--- src/rtl/fetch_stage_pkg.sv ---
// Shared CPU definitions used by the fetch stage: NOP encoding, PC width and
// the RUN/PARK state encoding.
package fetch_stage_pkg;

  localparam int          PC_W      = 32;
  localparam logic [31:0] NOP_INSTR = 32'h0000_0000;

  typedef enum logic {
    ST_RUN  = 1'b0,
    ST_PARK = 1'b1
  } fetch_state_e;

endpackage

--- src/rtl/fetch_stage_ifid_reg.sv ---
// IF/ID pipeline register. Bubble beats load; with neither asserted the
// contents hold.
module ifid_reg
  import fetch_stage_pkg::*;
(
  input  logic            clk,
  input  logic            reset,
  input  logic            load,
  input  logic            bubble,
  input  logic [31:0]     instr_in,
  input  logic [PC_W-1:0] pc_in,
  input  logic [PC_W-1:0] pc_plus4_in,
  output logic            valid,
  output logic [31:0]     instr,
  output logic [PC_W-1:0] pc,
  output logic [PC_W-1:0] pc_plus4
);

  logic            valid_q, valid_d;
  logic [31:0]     instr_q, instr_d;
  logic [PC_W-1:0] pc_q, pc_d;
  logic [PC_W-1:0] pc_plus4_q, pc_plus4_d;

  always_comb begin
    valid_d    = valid_q;
    instr_d    = instr_q;
    pc_d       = pc_q;
    pc_plus4_d = pc_plus4_q;
    if (bubble) begin
      valid_d = 1'b0;
      instr_d = NOP_INSTR;
    end else if (load) begin
      valid_d    = 1'b1;
      instr_d    = instr_in;
      pc_d       = pc_in;
      pc_plus4_d = pc_plus4_in;
    end
  end

  always_ff @(posedge clk) begin
    if (reset) begin
      valid_q    <= 1'b0;
      instr_q    <= NOP_INSTR;
      pc_q       <= '0;
      pc_plus4_q <= '0;
    end else begin
      valid_q    <= valid_d;
      instr_q    <= instr_d;
      pc_q       <= pc_d;
      pc_plus4_q <= pc_plus4_d;
    end
  end

  assign valid    = valid_q;
  assign instr    = instr_q;
  assign pc       = pc_q;
  assign pc_plus4 = pc_plus4_q;

endmodule

--- src/rtl/fetch_stage.sv ---
// Instruction-fetch stage: PC, next-PC selection, RUN/PARK FSM and IF/ID.
// Optional performance counters are built when FETCH_PERF_CNT_EN is defined.
module fetch_stage
  import fetch_stage_pkg::*;
#(
  parameter logic [31:0] PC_RESET   = 32'h0000_0000,
  parameter int          IMEM_DEPTH = 256
) (
  input  logic            clk,
  input  logic            reset,
  output logic [PC_W-1:0] imem_addr,
  input  logic [31:0]     imem_instr,
  input  logic            stall,
  input  logic            flush,
  input  logic            redirect_valid,
  input  logic [PC_W-1:0] redirect_pc,
  output logic            ifid_valid,
  output logic [31:0]     ifid_instr,
  output logic [PC_W-1:0] ifid_pc,
  output logic [PC_W-1:0] ifid_pc_plus4,
  output logic            out_of_range,
`ifdef FETCH_PERF_CNT_EN
  output logic [31:0]     perf_fetched,
  output logic [31:0]     perf_stalled,
`endif
  output logic            misalign_err
);

  localparam logic [PC_W:0] IMEM_BYTES = (PC_W+1)'(4 * IMEM_DEPTH);

  function automatic logic in_range(input logic [PC_W-1:0] addr);
    return {1'b0, addr} < IMEM_BYTES;
  endfunction

  fetch_state_e    state_q, state_d;
  logic [PC_W-1:0] pc_q, pc_d;
  logic            misalign_q, misalign_d;
  logic [PC_W-1:0] pc_plus4;
  logic [PC_W-1:0] redir_target;
  logic            ifid_load, ifid_bubble;

  assign pc_plus4     = pc_q + 32'd4;
  assign redir_target = {redirect_pc[PC_W-1:2], 2'b00};

  always_comb begin
    state_d     = state_q;
    pc_d        = pc_q;
    misalign_d  = misalign_q;
    ifid_load   = 1'b0;
    ifid_bubble = 1'b0;
    if (redirect_valid) begin
      // A redirect out of range parks immediately so that address is never fetched.
      pc_d        = redir_target;
      ifid_bubble = 1'b1;
      state_d     = in_range(redir_target) ? ST_RUN : ST_PARK;
      if (redirect_pc[1:0] != 2'b00) misalign_d = 1'b1;
    end else if (state_q == ST_PARK) begin
      ifid_bubble = 1'b1;
    end else if (stall) begin
      ifid_bubble = flush;
    end else begin
      pc_d        = pc_plus4;
      state_d     = in_range(pc_plus4) ? ST_RUN : ST_PARK;
      ifid_bubble = flush;
      ifid_load   = !flush;
    end
  end

  always_ff @(posedge clk) begin
    if (reset) begin
      state_q    <= ST_RUN;
      pc_q       <= PC_RESET;
      misalign_q <= 1'b0;
    end else begin
      state_q    <= state_d;
      pc_q       <= pc_d;
      misalign_q <= misalign_d;
    end
  end

  assign imem_addr    = pc_q;
  assign out_of_range = (state_q == ST_PARK);
  assign misalign_err = misalign_q;

  ifid_reg u_ifid_reg (
    .clk         (clk),
    .reset       (reset),
    .load        (ifid_load),
    .bubble      (ifid_bubble),
    .instr_in    (imem_instr),
    .pc_in       (pc_q),
    .pc_plus4_in (pc_plus4),
    .valid       (ifid_valid),
    .instr       (ifid_instr),
    .pc          (ifid_pc),
    .pc_plus4    (ifid_pc_plus4)
  );

`ifdef FETCH_PERF_CNT_EN
  logic [31:0] fetched_q, fetched_d;
  logic [31:0] stalled_q, stalled_d;

  always_comb begin
    fetched_d = fetched_q + 32'(ifid_load);
    stalled_d = stalled_q + 32'((state_q == ST_RUN) && stall && !redirect_valid);
  end

  always_ff @(posedge clk) begin
    if (reset) begin
      fetched_q <= '0;
      stalled_q <= '0;
    end else begin
      fetched_q <= fetched_d;
      stalled_q <= stalled_d;
    end
  end

  assign perf_fetched = fetched_q;
  assign perf_stalled = stalled_q;
`endif

endmodule

--- config.mk ---
export PLATFORM = sky130hd
export DESIGN_NAME = fetch_stage
export DESIGN_NICKNAME = d
export VERILOG_FILES = /design/src/rtl/fetch_stage_pkg.sv /design/src/rtl/fetch_stage_ifid_reg.sv /design/src/rtl/fetch_stage.sv
export SDC_FILE = /design/constraint.sdc
export NUM_CORES = 1
export LEC_CHECK = 0
export ABC_AREA = 1
export CAP_MARGIN = 25
export CORE_MARGIN = 2
export CORE_UTILIZATION = 39
export CTS_CLUSTER_DIAMETER = 150
export DETAILED_ROUTE_END_ITERATION = 8
export HOLD_SLACK_MARGIN = 0.05
export PLACE_DENSITY_LB_ADDON = 0.12
export SYNTH_ARGS = -nofsm -noshare
export SYNTH_HDL_FRONTEND = slang
export SYNTH_HIERARCHICAL = 1
export SYNTH_SLANG_ARGS = --single-unit
--- constraint.sdc ---
create_clock -name clk -period 2.15 [get_ports clk]
set_input_delay 0.3225 -clock clk [delete_from_list [all_inputs] [get_ports clk]]
set_output_delay 0.3225 -clock clk [all_outputs]
set_load 0.05 [all_outputs]
Word-level counts from Yosys, hierarchy flattened
Cells that the tools add are included.
- equality and inequality tests: 2
- mux-type cells: 13
- reductions and logical operators: 8
- order comparisons: 2
- $add $sub $neg: 1
- bitwise logic cells: 3
- operator list (kind ; number):
    32-bit 2-to-1 mux ; 3
    32-bit by 11-bit less-than comparator with 1-bit output (second input constant) ; 2
    32-bit by 3-bit adder with 32-bit output (second input constant) ; 1
    1-bit 2-to-1 mux ; 10
    2-bit AND reduction ; 4
    2-bit OR reduction ; 2
    1-bit inverter ; 3
    2-bit by 1-bit != test with 1-bit output (second input constant) ; 1
    2-bit != test (second input constant) ; 1
    2-bit nonzero test ; 1
    1-bit zero test ; 1
- bits of input ports: 69
- word-level logic and storage cells: 37
- output and inout port bits: 131
- register bits after elaboration: 131

Depth between registers and ports, before layout
- depth in word-level cells: 6
- gate-level depth with buffers: 14

Modules after synthesis
Netlist, hierarchy kept.
- modules (own cells, without submodules) (module ; cells an instance ; area an instance (µm²) ; seq. area each (µm²) ; times used):
    ifid_reg ; 557 ; 4199.0 ; 1941.9 ; 1
    fetch_stage ; 427 ; 2466.1 ; 640.6 ; 1

Worst setup path after synthesis
No wires, ideal clock.
- path kind: register to register
- from: reg pc_q[3], in the netlist imem_addr[3]
- to: reg state_q, in the netlist out_of_range
- arrival: 2.042 ns
- cell stages (with the launch flop): 15
- setup slack: -0.012 ns
- path buffers: 0
- setup time: 0.120 ns
- cell sequence: dfxtp_1 ha_1 nand2_2 nor2_4 nand2_4 nor2_8 nand3_1 nand2_1 nand2_2 nor2_1 nand2_1 nor2_1 nand2_1 nand2_1 a21oi_1
- cells in the longest elaborated chain, start to end: 6
- ends and longest elaborated chain (what ; RTL line ; RTL):
    from (decl) ; fetch_stage.sv:36 ; logic [PC_W-1:0] pc_q, pc_d;
    from (signal assigned) ; fetch_stage.sv:76 ; pc_q <= pc_d;
    32-bit by 3-bit adder with 32-bit output ; fetch_stage.sv:42 ; assign pc_plus4 = pc_q + 32'd4;
    via pc_plus4[30] ; fetch_stage.sv:38 ; logic [PC_W-1:0] pc_plus4;
    32-bit by 11-bit less-than comparator with 1-bit output ; fetch_stage.sv:32 ; return {1'b0, addr} < IMEM_BYTES;
    1-bit 2-to-1 mux ; fetch_stage.sv:63 ; state_d = in_range(pc_plus4) ? ST_RUN : ST_PARK;
    1-bit 2-to-1 mux ; fetch_stage.sv:59 ; end else if (stall) begin
    1-bit 2-to-1 mux ; fetch_stage.sv:57 ; end else if (state_q == ST_PARK) begin
    1-bit 2-to-1 mux ; fetch_stage.sv:51 ; if (redirect_valid) begin
    to (signal assigned) ; fetch_stage.sv:75 ; state_q <= state_d;
    to (decl) ; fetch_stage.sv:35 ; fetch_state_e state_q, state_d;
The timed path passes the listed nets, and every way through them passes these cells.
A chain may end at the register's enable or synchronous reset.

Final worst setup path
- from: reg pc_q[15], in the netlist imem_addr[15]
- to: out imem_addr[15]
- RTL lines (what ; RTL line ; RTL):
    to (decl) ; fetch_stage.sv:11 ; output logic [PC_W-1:0] imem_addr,
No word-level cell between the ends.

==> metrics.md <==
| Metric | Value |
|---|---|
| Status | finished clean |
| Finished Cell Area | 0.00970 mm² |
| PortBufs | roughly 200 |
| CP peak stage delay | 0.80 ns |
| Cell Count Post-Placement | 1392 |
| Synth-to-layout area growth | 45.6% |
| Ys Warns | 6 |
| DR iter-0 viols | 431 |
| Register area | approximately 0.0026 mm² |
| Number of synthesized register bits | 129 |
| Max_slew headroom | 60.8% |
| I/O pins | 200 |
| WL/cell | between 10 and 15 µm |
| Crit path max-delay cell type | clkdlybuf4s50_1 |
| Synthesized cell area | roughly 0.0067 mm² |
| CP arrival | 1.79 ns |
| Worst-Skew Late Latency | about 0.42 ns |
| Period minus WS final | 2.11 ns |
| Final-report max-slew violation count | 0 |
| Non-filler instance count after layout | 1429 |
| Hold Path Depth | 3 |
| Final WL | 20600 µm |
| VDD IR-drop max | 0.536 mV |
| CTS sink count | around 130 |
| Largest net degree at the start of global routing | 52 |
| DR vias/cell | 4.71 |
| Vias | 6737 |
| Ys async rst share | 0% |
| DIE HEIGHT | about 130 µm |
| Most numerous cell in the Yosys netlist | nand2_1 |
| Layout cells sized above 1 | about 15% |
| Setup CP Type | flip-flop to primary output |
| Post-synth top area share | 38.7% |
| Slew @ Worst Pin | 0.587 ns |
| Sequential share of the synthesized area | 38.7% |
| Total track usage | 22.3% |
| Hold Path Class | primary input to flip-flop |
| Root buffer cell | clkbuf_16 |
| Layout Skew | 0.00736 ns |
| Period Utilization, post-route | 98.2% |
| Detail Placement HPWL | 14900 µm |
| Ys flop type | dfxtp_1 |
| First-pass GRT wire length | 32100 µm |
| Antenna Nets Post-Route | 0 |
| WP depth | 2 |
| Hold Fails Final Rpt | 0 |
| Area of the multi-input gates | 0.00345 mm² |
| Crit path buffers/inverters | 2 |
| Top delay family on crit path | buffers and inverters |
| Fin nets | between 1000 and 1500 |
| CTS Buf Count | 17 |
| CP Data Required Time | 1.83 ns |
| Fin util | 58.3% |
| Synthesized area per cell | between 6 and 7 µm² |
| Post-synth EDFFs | 0 |
| Vias in the first global route | 6256 |
| Synth area leaders | dfxtp_1 39%, nand2_1 18%, nor2_1 9.7%, nand3_2 9.0%, inv_1 5.6% |
| CP Capture Type | primary output |
| Initial Util | between 40% and 50% |
| Cell depth of the worst flop-to-flop path | 15 |
| Maxcap violations | 0 |
| Pre-antenna DRT Iters | 5 |
| Critical path fanouts, max | 4 |
| Htree depth | 4 |
| CP Launch Type | flip-flop |
| Crit path cell chain | buf_4 -> clkdlybuf4s50_1 |
| Clk slew on worst S/H paths | 0.06 ns |
| Synth cell types | 29 |
| Remaining DRCs | 0 |
| GP Congestion | 0.866 |
| Longest Clk Path Bufs | 2 |
| Fill count | 1568 |
| Mapped Cells | between 900 and 1000 |
| Top cells by count, synth | 313 x nand2_1, 173 x nor2_1, 129 x dfxtp_1 |
| Fmax | 473 MHz |
| Die width | 135 µm |
| Std-Cell Rows | 47 |
| # setup viols final | 0 |
| Cell Area, Placed | 0.00900 mm² |
| P_leak | 3.74 nW |
| Overflow after GRT | 0 |
| Die footprint | between 0.015 and 0.02 mm² |
| Pwr Density | roughly 670 mW/mm² |
| Synth area leader | dfxtp_1 |
| N_diodes | 0 |
| Initial antenna violation count | 0 |
| Core box area | 0.0166 mm² |
| CTS tree | done |
## timing repair
item / in CTS / in global routing
pin swaps: 0 / 3
endpoints found under the setup margin: 1 / 8
setup buffers: 0 / 5
hold buffers: 0 / 0
resized for setup: 1 / 20
## kinds of logic (layout without fill, tap and decap cells)
kind of cell               Yosys count  after routing  share of synthesized area (%)
AOI/OAI and AO/OA                   68             68                           5.63
xor gates and xnor gates             6              6                          0.788
and+or+nand+nor                    623            623                           44.3
buffers and inverters              156            376                           10.3
adders and majority gates            1              1                          0.188
DFF                                129            129                           38.7
other                                1              6                         0.0563
## metal layers
layer,track usage [%],vias to the layer above,routed length [µm]
li1,-,3466,-
met5,0,-,0
met2,35.9,216,9350
met4,8.48,0,441
met1,29.2,3021,9350
met3,4.92,34,1410
## metrics by stage
step | power (mW) | setup TNS [ns] | setup WS, ns | hold slack (ns)
detailed placement | 3.46 | 0 | 0.107 | 0.448
global route | 6.70 | -0.0245 | -0.0245 | 0.463
CTS | 6.53 | 0 | 0.000419 | 0.443
finish | 6.47 | 0 | 0.0378 | 0.459
global placement | 3.46 | 0 | 0.124 | 0.445
floorplan | 3.08 | 0 | 0.0154 | 0.463
## worst register-to-register path, cell delays in order, from the launching register on
cell,delay (ns)
dfxtp_2,0.35
ha_4,0.16
nand2_2,0.07
nor2_4,0.18
nand2_4,0.11
nor2_8,0.16
buf_6,0.13
nand2_2,0.05
nor2_1,0.10
nand2_1,0.07
nand2_1,0.10
nand3_1,0.08
nor2_1,0.09
nand2_1,0.09
nand2_1,0.07
a21oi_1,0.06
## report_power, final
group | switching, mW | total, mW | internal [mW]
combinational | 0.558 | 0.909 | 0.351
clock | 1.13 | 3.06 | 1.92
sequential | 0.0621 | 2.51 | 2.45
total | 1.75 | 6.47 | 4.72
## cell usage in the layout, fill, tap and decap left out, types with 3 or more instances in the layout
| cell | netlist | routed |
|---|---|---|
| nand3b_1 | 14 | 14 |
| nor2_2 | 6 | 9 |
| nor4_1 | 5 | 5 |
| clkbuf_8 | 0 | 3 |
| o21ai_0 | 4 | 4 |
| inv_2 | 5 | 5 |
| dfxtp_2 | 0 | 9 |
| nand4_1 | 5 | 5 |
| bufinv_16 | 0 | 3 |
| dfxtp_1 | 129 | 120 |
| nor2_4 | 5 | 6 |
| conb_1 | 1 | 6 |
| clkinvlp_4 | 0 | 3 |
| inv_1 | 99 | 98 |
| clkdlybuf4s50_1 | 0 | 191 |
| a31oi_1 | 28 | 28 |
| buf_12 | 0 | 5 |
| buf_4 | 4 | 37 |
| nor2_1 | 173 | 169 |
| clkbuf_16 | 0 | 17 |
| dlymetal6s2s_1 | 0 | 5 |
| nand2_2 | 11 | 11 |
| xor2_1 | 4 | 4 |
| and2_1 | 3 | 3 |
| nand3_1 | 22 | 22 |
| nand2_1 | 313 | 313 |
| a21oi_1 | 34 | 34 |
| nand3_2 | 60 | 60 |
## cell type report
type / instances / area share [%]
Multi-Input combinational cell: 704 / 35.5
Sequential cell: 129 / 26.7
Timing Repair Buffer: 240 / 24.5
Clock buffer: 21 / 4.85
Inverter: 104 / 4.04
Tap cell: 220 / 2.84
Clock inverter: 11 / 1.57
## sequential cells by signal, indices dropped and copies added, names as in the netlist
name                 count
u_ifid_reg/valid         1
out_of_range             1
imem_addr               30
u_ifid_reg/instr        32
u_ifid_reg/pc_plus4     32
misalign_err             1
u_ifid_reg/pc           32
## worst paths after layout
check	startpoint	to	slack, ns
hold / removal	imem_instr[22]	u_ifid_reg/instr[22]$_SDFFE_PP0P_	0.46
setup reg to reg	imem_addr[3]$_SDFFE_PP0P_	out_of_range$_SDFF_PP0_	0.16
setup / recovery	imem_addr[15]$_SDFFE_PP0P_	imem_addr[15]	0.04
hold reg to reg	u_ifid_reg/instr[31]$_SDFFE_PP0P_	u_ifid_reg/instr[31]$_SDFFE_PP0P_	0.46
Note: power is estimated with default switching activity, not from simulation.
